--- config.mk ---
export PLATFORM = sky130hd
export DESIGN_NAME = pipe_controller_flat
export DESIGN_NICKNAME = d
export VERILOG_FILES = /design/src/rtl/pipe_controller_pkg.sv /design/src/rtl/pipe_controller_if.sv /design/src/rtl/pipe_decoder.sv /design/src/rtl/pipe_controller.sv /design/src/flat_wrapper.sv
export SDC_FILE = /design/constraint.sdc
export NUM_CORES = 1
export LEC_CHECK = 0
export ABC_CLOCK_PERIOD_IN_PS = 1300
export CAP_MARGIN = 25
export CORE_MARGIN = 3
export CORE_UTILIZATION = 34
export DETAILED_ROUTE_END_ITERATION = 16
export GPL_ROUTABILITY_DRIVEN = 1
export PLACE_DENSITY_LB_ADDON = 0.1
export SLEW_MARGIN = 20
export SYNTH_ARGS = -nofsm -noshare
export SYNTH_HDL_FRONTEND = slang
export SYNTH_SLANG_ARGS = --single-unit
export TNS_END_PERCENT = 10
--- constraint.sdc ---
create_clock -name clk -period 1.3 [get_ports clk]
set_input_delay 0.26 -clock clk [delete_from_list [all_inputs] [get_ports clk]]
set_output_delay 0.26 -clock clk [all_outputs]
set_load 0.01 [all_outputs]
--- src/rtl/pipe_controller_pkg.sv ---
`default_nettype none
// ============================================================================
// Module   : pipe_controller_pkg
// Brief    : Shared opcode/func codes, ALU codes, FSM encoding and control
//            bundle for the pipeline controller. Macro: PIPE_CTRL_LINK_EN.
// Revision : 1.0 - initial release
// ============================================================================
package pipe_controller_pkg;

    localparam logic [5:0] C_OP_RTYPE = 6'b000000;
    localparam logic [5:0] C_OP_J     = 6'b000010;
    localparam logic [5:0] C_OP_JAL   = 6'b000011;
    localparam logic [5:0] C_OP_BEQ   = 6'b000100;
    localparam logic [5:0] C_OP_BNE   = 6'b000101;
    localparam logic [5:0] C_OP_ADDI  = 6'b001000;
    localparam logic [5:0] C_OP_SLTI  = 6'b001010;
    localparam logic [5:0] C_OP_LW    = 6'b100011;
    localparam logic [5:0] C_OP_SW    = 6'b101011;
    localparam logic [5:0] C_OP_HALT  = 6'b111111;

    localparam logic [5:0] C_FN_JR    = 6'b001000;
    localparam logic [5:0] C_FN_ADD   = 6'b100000;
    localparam logic [5:0] C_FN_SUB   = 6'b100010;
    localparam logic [5:0] C_FN_AND   = 6'b100100;
    localparam logic [5:0] C_FN_OR    = 6'b100101;
    localparam logic [5:0] C_FN_SLT   = 6'b101010;

    localparam logic [2:0] C_ALU_AND  = 3'b000;
    localparam logic [2:0] C_ALU_OR   = 3'b001;
    localparam logic [2:0] C_ALU_ADD  = 3'b010;
    localparam logic [2:0] C_ALU_SUB  = 3'b110;
    localparam logic [2:0] C_ALU_SLT  = 3'b111;

    localparam logic [1:0] C_JSEL_BRANCH = 2'b00;
    localparam logic [1:0] C_JSEL_JUMP   = 2'b01;
    localparam logic [1:0] C_JSEL_RS     = 2'b10;

    localparam logic [2:0] C_ST_RESET = 3'd0;
    localparam logic [2:0] C_ST_FLUSH = 3'd1;
    localparam logic [2:0] C_ST_RUN   = 3'd2;
    localparam logic [2:0] C_ST_DRAIN = 3'd3;
    localparam logic [2:0] C_ST_HALT  = 3'd4;

    typedef struct packed {
        logic       reg_dst;
        logic       alu_src;
        logic       mem_read;
        logic       mem_write;
        logic       mem_to_reg;
        logic       reg_write;
        logic [2:0] alu_op;
        logic       pc_src;
        logic [1:0] jsel;
        logic       clr;
`ifdef PIPE_CTRL_LINK_EN
        logic       jal;
`endif
    } ctrl_t;

    localparam ctrl_t C_CTRL_NOP = '0;

endpackage
`default_nettype wire

--- src/rtl/pipe_controller_if.sv ---
`default_nettype none
// ============================================================================
// Module   : pipe_controller_if
// Brief    : ID-stage inputs and pipeline control outputs of the controller.
// Revision : 1.0 - initial release
// ============================================================================
interface pipe_controller_if;

    logic [5:0] opcode;
    logic [5:0] func;
    logic       eq;
    logic       id_stall;

    logic       PCinit;
    logic       PCsrc;
    logic [1:0] jsel;
    logic       clr;
    logic       RegDst;
    logic       ALUsrc;
    logic       MemRead;
    logic       MemWrite;
    logic       MemtoReg;
    logic       RegWrite;
    logic [2:0] ALUoperation;
    logic       jal;
    logic       jal_write;
    logic       halted;

    modport master (
        input  opcode, func, eq, id_stall,
        output PCinit, PCsrc, jsel, clr, RegDst, ALUsrc, MemRead, MemWrite,
               MemtoReg, RegWrite, ALUoperation, jal, jal_write, halted
    );

    modport slave (
        output opcode, func, eq, id_stall,
        input  PCinit, PCsrc, jsel, clr, RegDst, ALUsrc, MemRead, MemWrite,
               MemtoReg, RegWrite, ALUoperation, jal, jal_write, halted
    );

endinterface
`default_nettype wire

--- src/rtl/pipe_decoder.sv ---
`default_nettype none
// ============================================================================
// Module   : pipe_decoder
// Brief    : Combinational ID-stage decode of opcode/func/eq into controls
//            and redirect. jal/jr decode only with PIPE_CTRL_LINK_EN.
// Revision : 1.0 - initial release
// ============================================================================
module pipe_decoder
    import pipe_controller_pkg::*;
(
    input  wire logic [5:0] i_opcode,
    input  wire logic [5:0] i_func,
    input  wire logic       i_eq,
    output ctrl_t           o_ctrl
);

    always_comb begin
        o_ctrl = C_CTRL_NOP;
        case (i_opcode)
            C_OP_RTYPE: begin
                case (i_func)
                    C_FN_ADD: begin o_ctrl.reg_write = 1'b1; o_ctrl.alu_op = C_ALU_ADD; end
                    C_FN_SUB: begin o_ctrl.reg_write = 1'b1; o_ctrl.alu_op = C_ALU_SUB; end
                    C_FN_AND: begin o_ctrl.reg_write = 1'b1; o_ctrl.alu_op = C_ALU_AND; end
                    C_FN_OR:  begin o_ctrl.reg_write = 1'b1; o_ctrl.alu_op = C_ALU_OR;  end
                    C_FN_SLT: begin o_ctrl.reg_write = 1'b1; o_ctrl.alu_op = C_ALU_SLT; end
`ifdef PIPE_CTRL_LINK_EN
                    C_FN_JR: begin
                        o_ctrl.pc_src = 1'b1;
                        o_ctrl.jsel   = C_JSEL_RS;
                        o_ctrl.clr    = 1'b1;
                    end
`endif
                    default: o_ctrl = C_CTRL_NOP;
                endcase
            end
            C_OP_ADDI, C_OP_SLTI: begin
                o_ctrl.reg_write = 1'b1;
                o_ctrl.reg_dst   = 1'b1;
                o_ctrl.alu_src   = 1'b1;
                o_ctrl.alu_op    = (i_opcode == C_OP_ADDI) ? C_ALU_ADD : C_ALU_SLT;
            end
            C_OP_LW: begin
                o_ctrl.mem_read   = 1'b1;
                o_ctrl.mem_to_reg = 1'b1;
                o_ctrl.reg_write  = 1'b1;
                o_ctrl.reg_dst    = 1'b1;
                o_ctrl.alu_src    = 1'b1;
                o_ctrl.alu_op     = C_ALU_ADD;
            end
            C_OP_SW: begin
                o_ctrl.mem_write = 1'b1;
                o_ctrl.alu_src   = 1'b1;
                o_ctrl.alu_op    = C_ALU_ADD;
            end
            C_OP_BEQ, C_OP_BNE: begin
                // beq takes on eq=1, bne on eq=0
                if (i_eq == (i_opcode == C_OP_BEQ)) begin
                    o_ctrl.pc_src = 1'b1;
                    o_ctrl.jsel   = C_JSEL_BRANCH;
                    o_ctrl.clr    = 1'b1;
                end
            end
            C_OP_J: begin
                o_ctrl.pc_src = 1'b1;
                o_ctrl.jsel   = C_JSEL_JUMP;
                o_ctrl.clr    = 1'b1;
            end
`ifdef PIPE_CTRL_LINK_EN
            C_OP_JAL: begin
                o_ctrl.reg_write = 1'b1;
                o_ctrl.pc_src    = 1'b1;
                o_ctrl.jsel      = C_JSEL_JUMP;
                o_ctrl.clr       = 1'b1;
                o_ctrl.jal       = 1'b1;
            end
`endif
            default: o_ctrl = C_CTRL_NOP;
        endcase
    end

endmodule
`default_nettype wire

--- src/rtl/pipe_controller.sv ---
`default_nettype none
// ============================================================================
// Module   : pipe_controller
// Brief    : Pipeline sequencing FSM (reset/flush/run/drain/halt), stall
//            gating and jal delay line. Macro: PIPE_CTRL_LINK_EN.
// Revision : 1.0 - initial release
// ============================================================================
module pipe_controller
    import pipe_controller_pkg::*;
#(
    parameter int FLUSH_CYCLES = 4,
    parameter int DRAIN_CYCLES = 3
) (
    input  wire logic          clk,
    input  wire logic          init,
    pipe_controller_if.master  bus
);

    localparam int C_CNT_MAX = (FLUSH_CYCLES > DRAIN_CYCLES) ? FLUSH_CYCLES : DRAIN_CYCLES;
    localparam int C_CNT_W   = (C_CNT_MAX > 2) ? $clog2(C_CNT_MAX) : 1;
    localparam logic [C_CNT_W-1:0] C_CNT_ONE   = 1;
    localparam logic [C_CNT_W-1:0] C_CNT_FLUSH = C_CNT_W'(FLUSH_CYCLES - 1);
    localparam logic [C_CNT_W-1:0] C_CNT_DRAIN = C_CNT_W'(DRAIN_CYCLES - 1);

    logic [2:0]         r_state;
    logic [C_CNT_W-1:0] r_cnt;
    ctrl_t              w_dec;
    ctrl_t              w_ctrl;
    logic               w_pcinit;
    logic               w_halted;

    pipe_decoder u_decoder (
        .i_opcode (bus.opcode),
        .i_func   (bus.func),
        .i_eq     (bus.eq),
        .o_ctrl   (w_dec)
    );

    always_ff @(posedge clk) begin
        if (init) begin
            r_state <= C_ST_RESET;
            r_cnt   <= '0;
        end else begin
            case (r_state)
                C_ST_RESET: begin
                    r_state <= C_ST_FLUSH;
                    r_cnt   <= C_CNT_FLUSH;
                end
                C_ST_FLUSH: begin
                    if (r_cnt == '0) r_state <= C_ST_RUN;
                    else             r_cnt   <= r_cnt - C_CNT_ONE;
                end
                C_ST_RUN: begin
                    // A stalled halt is retried once the stall clears
                    if (bus.opcode == C_OP_HALT && !bus.id_stall) begin
                        r_state <= C_ST_DRAIN;
                        r_cnt   <= C_CNT_DRAIN;
                    end
                end
                C_ST_DRAIN: begin
                    if (r_cnt == '0) r_state <= C_ST_HALT;
                    else             r_cnt   <= r_cnt - C_CNT_ONE;
                end
                C_ST_HALT: r_state <= C_ST_HALT;
                default:   r_state <= C_ST_RESET;
            endcase
        end
    end

    always_comb begin
        w_ctrl     = C_CTRL_NOP;
        w_ctrl.clr = 1'b1;
        w_pcinit   = 1'b0;
        w_halted   = 1'b0;
        case (r_state)
            C_ST_RUN: begin
                // Stall must not let a waiting branch flush its own slot
                w_ctrl        = w_dec;
                w_ctrl.pc_src = w_dec.pc_src & ~bus.id_stall;
                w_ctrl.clr    = w_dec.clr & ~bus.id_stall;
`ifdef PIPE_CTRL_LINK_EN
                w_ctrl.jal    = w_dec.jal & ~bus.id_stall;
`endif
            end
            C_ST_FLUSH, C_ST_DRAIN: ;
            C_ST_HALT: w_halted = 1'b1;
            default:   w_pcinit = 1'b1;
        endcase
    end

`ifdef PIPE_CTRL_LINK_EN
    logic [2:0] r_link;

    always_ff @(posedge clk) begin
        if (init) r_link <= '0;
        else      r_link <= {r_link[1:0], w_ctrl.jal};
    end

    assign bus.jal       = r_link[0];
    assign bus.jal_write = r_link[2];
`else
    assign bus.jal       = 1'b0;
    assign bus.jal_write = 1'b0;
`endif

    assign bus.PCinit       = w_pcinit;
    assign bus.PCsrc        = w_ctrl.pc_src;
    assign bus.jsel         = w_ctrl.jsel;
    assign bus.clr          = w_ctrl.clr;
    assign bus.RegDst       = w_ctrl.reg_dst;
    assign bus.ALUsrc       = w_ctrl.alu_src;
    assign bus.MemRead      = w_ctrl.mem_read;
    assign bus.MemWrite     = w_ctrl.mem_write;
    assign bus.MemtoReg     = w_ctrl.mem_to_reg;
    assign bus.RegWrite     = w_ctrl.reg_write;
    assign bus.ALUoperation = w_ctrl.alu_op;
    assign bus.halted       = w_halted;

endmodule
`default_nettype wire

--- src/flat_wrapper.sv ---
// flat-port wrapper written by rule: the top's interface ports become plain ports
module pipe_controller_flat import pipe_controller_pkg::*;
#(
    parameter int FLUSH_CYCLES = 4,
    parameter int DRAIN_CYCLES = 3
)
  (clk, init, bus_opcode, bus_func, bus_eq, bus_id_stall, bus_PCinit, bus_PCsrc, bus_jsel, bus_clr, bus_RegDst, bus_ALUsrc, bus_MemRead, bus_MemWrite, bus_MemtoReg, bus_RegWrite, bus_ALUoperation, bus_jal, bus_jal_write, bus_halted);
  pipe_controller_if bus_i ();
  input  wire logic clk;
  input  wire logic init;
  input wire logic [$bits(bus_i.opcode)-1:0] bus_opcode;
  input wire logic [$bits(bus_i.func)-1:0] bus_func;
  input wire logic [$bits(bus_i.eq)-1:0] bus_eq;
  input wire logic [$bits(bus_i.id_stall)-1:0] bus_id_stall;
  output wire logic [$bits(bus_i.PCinit)-1:0] bus_PCinit;
  output wire logic [$bits(bus_i.PCsrc)-1:0] bus_PCsrc;
  output wire logic [$bits(bus_i.jsel)-1:0] bus_jsel;
  output wire logic [$bits(bus_i.clr)-1:0] bus_clr;
  output wire logic [$bits(bus_i.RegDst)-1:0] bus_RegDst;
  output wire logic [$bits(bus_i.ALUsrc)-1:0] bus_ALUsrc;
  output wire logic [$bits(bus_i.MemRead)-1:0] bus_MemRead;
  output wire logic [$bits(bus_i.MemWrite)-1:0] bus_MemWrite;
  output wire logic [$bits(bus_i.MemtoReg)-1:0] bus_MemtoReg;
  output wire logic [$bits(bus_i.RegWrite)-1:0] bus_RegWrite;
  output wire logic [$bits(bus_i.ALUoperation)-1:0] bus_ALUoperation;
  output wire logic [$bits(bus_i.jal)-1:0] bus_jal;
  output wire logic [$bits(bus_i.jal_write)-1:0] bus_jal_write;
  output wire logic [$bits(bus_i.halted)-1:0] bus_halted;
  assign bus_i.opcode = bus_opcode;
  assign bus_i.func = bus_func;
  assign bus_i.eq = bus_eq;
  assign bus_i.id_stall = bus_id_stall;
  assign bus_PCinit = bus_i.PCinit;
  assign bus_PCsrc = bus_i.PCsrc;
  assign bus_jsel = bus_i.jsel;
  assign bus_clr = bus_i.clr;
  assign bus_RegDst = bus_i.RegDst;
  assign bus_ALUsrc = bus_i.ALUsrc;
  assign bus_MemRead = bus_i.MemRead;
  assign bus_MemWrite = bus_i.MemWrite;
  assign bus_MemtoReg = bus_i.MemtoReg;
  assign bus_RegWrite = bus_i.RegWrite;
  assign bus_ALUoperation = bus_i.ALUoperation;
  assign bus_jal = bus_i.jal;
  assign bus_jal_write = bus_i.jal_write;
  assign bus_halted = bus_i.halted;
  pipe_controller #(.FLUSH_CYCLES(FLUSH_CYCLES), .DRAIN_CYCLES(DRAIN_CYCLES)) u_core (.clk(clk), .init(init), .bus(bus_i));
endmodule
Yosys cells after proc, flatten, opt, wreduce, memory -nomap -nowiden
Cells that the tools add are included.

operators by class
  bitwise operators = 3
  muxes and demuxes = 20
  reduce and logical (&&, ||, !) cells = 15
  add/subtract/negate cells = 1
  equal/unequal tests = 22

operator list
  kind                                                             number
  6-bit == test, second input constant                             8
  4-bit one-hot mux with 5 select lines                            1
  3-bit one-hot mux with 5 select lines                            1
  13-bit 2-to-1 mux                                                1
  6-bit by 3-bit == test with 1-bit output, second input constant  2
  6-bit by 4-bit == test with 1-bit output, second input constant  2
  3-bit 2-to-1 mux                                                 4
  3-bit one-hot mux with 3 select lines                            1
  4-bit one-hot mux with 2 select lines                            1
  2-bit OR reduction                                               4
  4-bit OR reduction                                               2
  3-bit by 2-bit == test with 1-bit output, second input constant  2
  6-bit by 2-bit == test with 1-bit output, second input constant  1
  6-bit logical NOT                                                1
  1-bit 2-to-1 mux                                                 6
  2-bit by 1-bit != test with 1-bit output, second input constant  3
  2-bit one-hot mux with 3 select lines                            1
  3-bit AND reduction                                              2
  2-bit 2-to-1 mux                                                 2
  4-bit 2-to-1 mux                                                 1
  3-bit by 1-bit == test with 1-bit output, second input constant  1
  3-bit == test, second input constant                             1
  3-bit logical NOT                                                1
  3-bit nonzero test                                               1
  other kinds (10)                                                 11

word-level totals
  logic and storage cells = 63
  bits in registers = 5
  input port bits = 16
  output and inout port bits = 17

Logic depth before layout (Yosys ltp)
Gate-level depths: netlist of the first run.

  depth in word-level cells = 6
  depth in mapped cells = 5
  mapped depth without buffers = 5

Modules after synthesis
A second synthesis of the first run with hierarchy kept.

second synthesis, totals
  cell total of the unflattened synthesis = 87
  area, all modules = 661.9 sq um

modules (own cells, without submodules)
  module           area each (sq um)  times used  cells an instance
  pipe_controller  412.9              1           51
  pipe_decoder     249.0              1           36

Worst setup path after synthesis of the first run
No wires, ideal clock.

  path type = reg-to-output
  from = register u_core.r_state[0]
  to = output port bus_MemtoReg
  buffers on the path = 2
  data arrival time = 1175 ps
  path slack = -135 ps
  required time = 1040 ps
  cell stages (with the launch flop) = 6
  cells stage by stage = dfxtp_1 buf_2 nor3b_2 nand3_1 nor2_1 buf_4

between the ends
  longest elaborated chain between the ends = 2

RTL lines
  item                                      line                   RTL
  start: declaration                        pipe_controller.sv:25  logic [2:0] r_state;
  start signal: assignment                  pipe_controller.sv:41  r_state <= C_ST_RESET;
  start signal: assignment                  pipe_controller.sv:46  r_state <= C_ST_FLUSH;
  start signal: assignment                  pipe_controller.sv:50  if (r_cnt == '0) r_state <= C_ST_RUN;
  3-bit by 2-bit == test with 1-bit output  pipe_controller.sv:75  case (r_state)
  13-bit 2-to-1 mux                         pipe_controller.sv:75
  end: declaration                          flat_wrapper.sv:23     output wire logic [$bits(bus_i.MemtoReg)-1:0] bus_MemtoReg;

Every way passes these cells.

Worst setup path in the final report of the first run
Ends and elaborated chain as after synthesis.

==> run_summary.xml, run 1 <==
<?xml version="1.0" encoding="UTF-8"?>
<metrics>
  <group name="status">
    <metric name="status" unit="">finished with violations</metric>
    <metric name="violated_checks" unit="">negative setup slack</metric>
  </group>
  <group name="die">
    <metric name="initial_utilization" unit="">0.382</metric>
    <metric name="top_level_ports" unit="">33</metric>
    <metric name="num_rows" unit="">14</metric>
    <metric name="die_height" unit="um">48.3</metric>
    <metric name="placeable_core_region" unit="um^2">1590</metric>
    <metric name="dieArea" unit="um^2">2340</metric>
    <metric name="width_of_the_chip" unit="um">48.3</metric>
  </group>
  <group name="place">
    <metric name="io_buffers" unit="">29</metric>
    <metric name="dpl.hpwl" unit="um">1400</metric>
    <metric name="dp_worst_setup_slack" unit="ns">-1.03</metric>
    <metric name="gpl.final_weighted_congestion" unit="">0.798</metric>
  </group>
  <group name="logic_synthesis">
    <metric name="yosys-top-cells-area" unit="">dfxtp_1, nor2_1, buf_4</metric>
    <metric name="yosysUniqueCellTypes" unit="">33</metric>
    <metric name="syn_avg_cell_area" unit="um^2">7.52</metric>
    <metric name="synthCells" unit="">81</metric>
    <metric name="ys_ff_latch" unit="">5</metric>
    <metric name="async_reset_ff_frac" unit="">0</metric>
    <metric name="netlist.top_cell.by_area" unit="">dfxtp_1</metric>
    <metric name="number_of_enable_flip_flop_cells_after_synthesis" unit="">0</metric>
    <metric name="ys_dominant_reg_cell" unit="">dfxtp_1</metric>
    <metric name="synthesis.area" unit="um^2">609</metric>
    <metric name="synthDominantCellAreaShare" unit="">0.164</metric>
    <metric name="seq_area_frac_synth" unit="">0.164</metric>
    <metric name="synthesis.yosys.warnings" unit="">0</metric>
    <metric name="synthTopCellsByCount" unit="">nor2_1, a21oi_1, buf_4, dfxtp_1, nor3b_1</metric>
    <metric name="yosys.cell_count.top_type" unit="">nor2_1</metric>
  </group>
  <group name="sta">
    <metric name="fmax" unit="MHz">646</metric>
    <metric name="setup-violations-final" unit="">14</metric>
    <metric name="clock_skew" unit="ns">0.00369</metric>
    <metric name="final_hold_viol_count" unit="">0</metric>
    <metric name="setup_repair_after_global_routing_missed_its_margin" unit="">yes</metric>
    <metric name="timing.hold.ws" unit="ns">0.575</metric>
    <metric name="timing.final.crit_share" unit="">1.19</metric>
    <metric name="finalSetupTns" unit="ns">-2.56</metric>
    <metric name="timing_max_transition_violations_final" unit="">0</metric>
    <metric name="period_minus_slack" unit="ns">1.55</metric>
    <metric name="layout_setup_ws" unit="ns">-0.249</metric>
  </group>
  <group name="clock_tree">
    <metric name="worst_setup_hold_path_clk_slew" unit="ns">0.04</metric>
    <metric name="cts_made_buffers" unit="">3</metric>
    <metric name="tritoncts" unit="">built</metric>
    <metric name="cts_root_buffer" unit="">clkbuf_4</metric>
    <metric name="clock-sinks" unit="">5</metric>
    <metric name="worstSkewPairLatency" unit="ns">0.25</metric>
    <metric name="cts_buffer_depth" unit="">2</metric>
    <metric name="htreeDepth" unit="">1</metric>
  </group>
  <group name="routing">
    <metric name="remaining_drc_errors" unit="">0</metric>
    <metric name="initialDrtViolationCount" unit="">11</metric>
    <metric name="wirelength" unit="um">2100</metric>
    <metric name="via_count" unit="">786</metric>
    <metric name="drt_first_pass_iters" unit="">4</metric>
    <metric name="avgViaCountPerCell" unit="">5.21</metric>
    <metric name="ant_nets" unit="">0</metric>
    <metric name="routed_wire_length_per_instance" unit="um">13.9</metric>
  </group>
  <group name="critical_path">
    <metric name="cp-end-kind" unit="">output port</metric>
    <metric name="crit_path_max_fanout" unit="">4</metric>
    <metric name="cp.required" unit="ns">1.04</metric>
    <metric name="r2r_start" unit="">u_core.r_cnt[1]</metric>
    <metric name="criticalPathCategory" unit="">flop to output port</metric>
    <metric name="critPathLaunchType" unit="">flop</metric>
    <metric name="worstPathArrival" unit="ns">1.29</metric>
    <metric name="critical_path.startpoint" unit="">u_core.r_state[0]</metric>
  </group>
  <group name="finish">
    <metric name="insertedDiodeCount" unit="">0</metric>
    <metric name="layout-drive-gt1-share" unit="">0.630</metric>
    <metric name="area_delta_synth_final" unit="%">103</metric>
    <metric name="num-nets-final" unit="">145</metric>
    <metric name="post-route-util" unit="">0.776</metric>
  </group>
  <group name="global_routing">
    <metric name="highest_utilization_routing_layer_at_the_global_route_stage" unit="">met2</metric>
    <metric name="largest_net_degree_at_the_start_of_global_routing" unit="">9</metric>
    <metric name="gr-usage-met3" unit="">0.0613</metric>
    <metric name="track_usage" unit="">0.178</metric>
    <metric name="grt_use_met1" unit="">0.228</metric>
    <metric name="first_global_vias" unit="">749</metric>
    <metric name="groute.layer.met2.usage" unit="">0.298</metric>
    <metric name="grt_first_pass_wirelength" unit="um">3390</metric>
    <metric name="antenna_found_initial" unit="">0</metric>
    <metric name="globalRouteOverflowTotal" unit="">0</metric>
  </group>
  <group name="pwr">
    <metric name="max_rail_drop_vdd" unit="uV">990</metric>
    <metric name="power.net_switching" unit="mW">0.524</metric>
    <metric name="leakage" unit="nW">0.493</metric>
    <metric name="clkPwrFrac" unit="">0.141</metric>
    <metric name="power_density" unit="nW/um^2">1050</metric>
    <metric name="combinationalPowerShare" unit="">0.648</metric>
    <metric name="power_report.internal_total" unit="mW">0.775</metric>
    <metric name="power.share.sequential" unit="">0.211</metric>
    <metric name="power_switching_share" unit="">0.404</metric>
    <metric name="power" unit="mW">1.30</metric>
  </group>
  <group name="job">
    <metric name="number_of_maximum_capacitance_violations" unit="">0</metric>
  </group>
  <group name="min_path">
    <metric name="hp-start" unit="">u_core.r_state[2]</metric>
    <metric name="worst_hold_path_type" unit="">flop to flop</metric>
  </group>
</metrics>
[registers in the layout, indices dropped and copies added, names as in the netlist]
| signal | flops |
|---|---|
| u_core.r_cnt | 2 |
| u_core.r_state | 3 |
[power groups by stage]
| stage | logic (mW) | clock network (mW) | registers [mW] |
|---|---|---|---|
| detailed placement | 0.632 | 0 | 0.256 |
| global route | 0.912 | 0.193 | 0.283 |
| finish | 0.842 | 0.183 | 0.274 |
| CTS | 0.695 | 0.185 | 0.261 |
| global placement | 0.615 | 0 | 0.255 |
| floorplan | 0.387 | 0 | 0.245 |
[metal layers]
| metal | share of wire | vias to the layer above |
|---|---|---|
| li1 | - | 378 |
| met1 | 0.43 | 375 |
| met2 | 0.49 | 31 |
| met3 | 0.077 | 2 |
| met4 | 0.00095 | 0 |
| met5 | 0 | - |
[area by class of cell]
class | count | area, um^2
well taps | 24 | 30.0
repair buffers | 48 | 384
clock buffers | 4 | 26.3
multi-input cells | 66 | 674
flip-flops and latches | 5 | 108
fillers | 115 | 357
inverters | 4 | 15.0
[kinds of logic (layout without fill, tap and decap cells)]
| logic type | Yosys count | after routing | share of synthesized area |
|---|---|---|---|
| AO/OA/AOI/OAI | 16 | 16 | 0.191 |
| XOR/XNOR | 2 | 2 | 0.0288 |
| adder cells (fa/ha/maj) | 1 | 1 | 0.0205 |
| buffers and inverters | 12 | 56 | 0.121 |
| flip-flops | 5 | 5 | 0.164 |
| other | 1 | 3 | 0.00615 |
| AND/OR/NAND/NOR | 44 | 44 | 0.468 |
[cells in the final DEF, fill, tap and decap left out, types with 4 or more instances in the layout]
cell type	n
buf_2	14
inv_1	4
nor2_1	6
dlygate4sd2_1	5
buf_4	14
nor3_1	4
buf_6	10
nor3b_2	4
nand2_1	4
[path summary, 6_finish.rpt]
| check | endpoint | slack (ns) | depth (start not counted) |
|---|---|---|---|
| worst max register to register | u_core.r_cnt[0] | 0.06 | 5 |
| worst min register to register | u_core.r_state[1] | 0.58 | 2 |
| worst min-delay path | u_core.r_state[1] | 0.58 | 2 |
| worst max-delay path | bus_MemtoReg | -0.25 | 5 |
[critical path: stages (launching register included)]
cell and delay (ns):
dfxtp_4 0.36, nor3b_4 0.23, buf_6 0.14, nand3_4 0.09
nor2_4 0.09, buf_2 0.13
[timing repair]
item                                    4_1_cts  5_1_grt
pin swaps                                    15        3
hold buffers                                  0        0
resized for setup                           130       18
endpoints found under the setup margin       17       16
setup buffers                                 3        0
[per-stage QoR]
step           cell area [um^2]  instances
2_1_floorplan               647         83
3_3_place_gp               1020        145
3_5_place_dp               1020        145
4_1_cts                    1160        151
5_1_grt                    1240        151
6_report                   1240        151
Power figures use the tool's default switching activity.
==> run 2, diff against run 1 <==
--- a/config.mk
+++ b/config.mk
@@ -5,14 +5,12 @@
 export SDC_FILE = /design/constraint.sdc
 export NUM_CORES = 1
 export LEC_CHECK = 0
-export ABC_CLOCK_PERIOD_IN_PS = 1300
 export CAP_MARGIN = 25
 export CORE_MARGIN = 3
 export CORE_UTILIZATION = 34
 export DETAILED_ROUTE_END_ITERATION = 16
 export GPL_ROUTABILITY_DRIVEN = 1
 export PLACE_DENSITY_LB_ADDON = 0.1
-export SLEW_MARGIN = 20
 export SYNTH_ARGS = -nofsm -noshare
 export SYNTH_HDL_FRONTEND = slang
 export SYNTH_SLANG_ARGS = --single-unit
==> constraint.sdc (replaced) <==
create_clock -name clk -period 1.3 [get_ports clk]
set_input_delay 0.26 -clock clk [delete_from_list [all_inputs] [get_ports clk]]
set_output_delay 0.26 -clock clk [all_outputs]
set_load 0.005 [all_outputs]
==> run_summary.xml, run 2 (same netlist as run 1, synthesis figures left out) <==
<?xml version="1.0" encoding="UTF-8"?>
<metrics>
  <group name="sta">
    <metric name="timing_max_transition_violations_final" unit="">0</metric>
    <metric name="clock_skew" unit="ns">0.00920</metric>
    <metric name="setup-violations-final" unit="">16</metric>
    <metric name="timing.final.crit_share" unit="">1.27</metric>
    <metric name="final_hold_viol_count" unit="">0</metric>
    <metric name="period_minus_slack" unit="ns">1.65</metric>
    <metric name="layout_setup_ws" unit="ns">-0.351</metric>
    <metric name="setup_repair_after_global_routing_missed_its_margin" unit="">yes</metric>
    <metric name="finalSetupTns" unit="ns">-3.82</metric>
    <metric name="fmax" unit="MHz">606</metric>
  </group>
  <group name="pwr">
    <metric name="power_report.internal_total" unit="mW">0.826</metric>
    <metric name="power.share.sequential" unit="">0.187</metric>
    <metric name="power_switching_share" unit="">0.399</metric>
    <metric name="leakage" unit="nW">0.567</metric>
    <metric name="power.net_switching" unit="mW">0.548</metric>
    <metric name="combinationalPowerShare" unit="">0.680</metric>
    <metric name="clkPwrFrac" unit="">0.133</metric>
    <metric name="max_rail_drop_vdd" unit="uV">1070</metric>
    <metric name="power_density" unit="nW/um^2">1050</metric>
  </group>
  <group name="routing">
    <metric name="routed_wire_length_per_instance" unit="um">15.5</metric>
    <metric name="wirelength" unit="um">2590</metric>
    <metric name="remaining_drc_errors" unit="">0</metric>
    <metric name="drt_first_pass_iters" unit="">4</metric>
    <metric name="via_count" unit="">879</metric>
    <metric name="initialDrtViolationCount" unit="">15</metric>
    <metric name="avgViaCountPerCell" unit="">5.26</metric>
    <metric name="ant_nets" unit="">0</metric>
  </group>
  <group name="clock_tree">
    <metric name="clock-sinks" unit="">5</metric>
    <metric name="worstSkewPairLatency" unit="ns">0.25</metric>
    <metric name="tritoncts" unit="">built</metric>
    <metric name="cts_root_buffer" unit="">clkbuf_4</metric>
    <metric name="htreeDepth" unit="">1</metric>
    <metric name="worst_setup_hold_path_clk_slew" unit="ns">0.05</metric>
    <metric name="cts_buffer_depth" unit="">2</metric>
    <metric name="cts_made_buffers" unit="">3</metric>
    <metric name="cts-hold-fix-buffers" unit="">0</metric>
  </group>
  <group name="critical_path">
    <metric name="critPathLaunchType" unit="">flop</metric>
    <metric name="critical_path.startpoint" unit="">u_core.r_state[2]</metric>
    <metric name="worst_r2r_endpoint" unit="">u_core.r_cnt[1]</metric>
    <metric name="worstSetupEndpoint" unit="">bus_jsel[0]</metric>
    <metric name="cp.required" unit="ns">1.04</metric>
    <metric name="worst_r2r_path_depth" unit="">5</metric>
    <metric name="criticalPathCategory" unit="">flop to output port</metric>
    <metric name="cp-end-kind" unit="">output port</metric>
    <metric name="crit_path_max_fanout" unit="">3</metric>
    <metric name="reg2reg_setup_slack" unit="ns">-0.12</metric>
    <metric name="r2r_start" unit="">u_core.r_cnt[0]</metric>
    <metric name="worstPathArrival" unit="ns">1.39</metric>
  </group>
  <group name="finish">
    <metric name="area_delta_synth_final" unit="%">115</metric>
    <metric name="multiInputGateArea" unit="um^2">648</metric>
    <metric name="num-nets-final" unit="">161</metric>
    <metric name="n_fill_cell" unit="">102</metric>
    <metric name="most-common-layout-cells" unit="">buf_4, buf_2, buf_6, nor2_1, dlygate4sd2_1</metric>
    <metric name="layout-drive-gt1-share" unit="">0.629</metric>
    <metric name="largest_register_ff_count" unit="">3</metric>
    <metric name="top_regs" unit="">u_core.r_state: 3 flops, u_core.r_cnt: 2 flops</metric>
    <metric name="insertedDiodeCount" unit="">0</metric>
    <metric name="layoutNonFillerInstCount" unit="">167</metric>
    <metric name="max_flop_register" unit="">u_core.r_state</metric>
    <metric name="sequential_cell_area" unit="um^2">106</metric>
    <metric name="most_common_library_cell_in_the_layout_ignoring_fill_and_taps" unit="">buf_4</metric>
  </group>
  <group name="die">
    <metric name="num_rows" unit="">14</metric>
    <metric name="top_level_ports" unit="">33</metric>
    <metric name="placeable_core_region" unit="um^2">1590</metric>
    <metric name="initial_utilization" unit="">0.382</metric>
    <metric name="width_of_the_chip" unit="um">48.3</metric>
    <metric name="dieArea" unit="um^2">2340</metric>
    <metric name="die_height" unit="um">48.3</metric>
  </group>
  <group name="global_routing">
    <metric name="largest_net_degree_at_the_start_of_global_routing" unit="">9</metric>
    <metric name="grt_first_pass_wirelength" unit="um">4160</metric>
    <metric name="antenna_found_initial" unit="">0</metric>
    <metric name="first_global_vias" unit="">908</metric>
    <metric name="track_usage" unit="">0.221</metric>
    <metric name="globalRouteOverflowTotal" unit="">0</metric>
  </group>
  <group name="min_path">
    <metric name="hp-start" unit="">u_core.r_cnt[0]</metric>
    <metric name="worst_hold_path_type" unit="">flop to flop</metric>
  </group>
  <group name="status">
    <metric name="violated_checks" unit="">negative setup slack</metric>
    <metric name="status" unit="">finished with violations</metric>
  </group>
  <group name="place">
    <metric name="dpl.hpwl" unit="um">1520</metric>
    <metric name="gpl.final_weighted_congestion" unit="">0.855</metric>
    <metric name="io_buffers" unit="">29</metric>
    <metric name="numPlacedInstances" unit="">150</metric>
  </group>
  <group name="job">
    <metric name="number_of_maximum_capacitance_violations" unit="">0</metric>
  </group>
</metrics>
[run 2: critical path, cell delays in order (launching register included)]
cell     delay [ns]
dfxtp_2        0.33
nor3b_4        0.27
buf_6          0.15
nand3_4        0.08
nor3b_2        0.18
buf_2          0.13
[run 2: worst min path at each step]
stage                      end  slack (ns)  cells past startpoint
2_1_floorplan  u_core.r_cnt[1]        0.33                      1
3_3_place_gp   u_core.r_cnt[0]        0.55                      2
3_5_place_dp   u_core.r_cnt[0]        0.56                      2
4_1_cts        u_core.r_cnt[0]        0.57                      2
5_1_grt        u_core.r_cnt[0]        0.61                      2
6_report       u_core.r_cnt[0]        0.58                      2
[run 2: stage by stage]
| step | area [um^2] | utilization | hold slack, ns | worst slack (ns) | power, mW |
|---|---|---|---|---|---|
| after global placement | 1050 | 0.660 | 0.548 | -1.00 | 0.895 |
| after CTS | 1260 | 0.792 | 0.569 | -0.319 | 1.26 |
| after detailed placement | 1050 | 0.660 | 0.562 | -0.987 | 0.919 |
| final | 1310 | 0.823 | 0.584 | -0.351 | 1.37 |
| after global routing | 1310 | 0.823 | 0.614 | -0.428 | 1.46 |
| after floorplan | 632 | - | 0.329 | 0.00104 | 0.600 |
[run 2: cell type report]
cell class / instances / area share
Multi-Input combinational cell: 66 / 0.494
Timing Repair Buffer: 64 / 0.370
Sequential cell: 5 / 0.0811
Tap cell: 24 / 0.0229
Clock buffer: 4 / 0.0200
Inverter: 4 / 0.0115
[run 2: metal layers]
layer	vias up	track usage	wire, um
li1	414	-	-
met1	411	0.251	978
met2	44	0.404	1360
met3	10	0.0675	174
met4	0	0.0474	76
met5	-	0	0
[run 2: timing repair]
action | in CTS | in global routing
hold endpoints to repair | 0 | 0
gates resized for setup | 129 | 7
endpoints found under the setup margin | 16 | 16
pin swaps | 17 | 6
buffers inserted | 12 | 1
[run 2: power groups by stage]
| stage | Sequential (mW) | Combinational (mW) | Clock (mW) |
|---|---|---|---|
| finish | 0.256 | 0.934 | 0.183 |
| global route | 0.261 | 1.00 | 0.194 |
| CTS | 0.254 | 0.823 | 0.186 |
| detailed placement | 0.251 | 0.669 | 0 |
| global placement | 0.250 | 0.644 | 0 |
| floorplan | 0.242 | 0.358 | 0 |
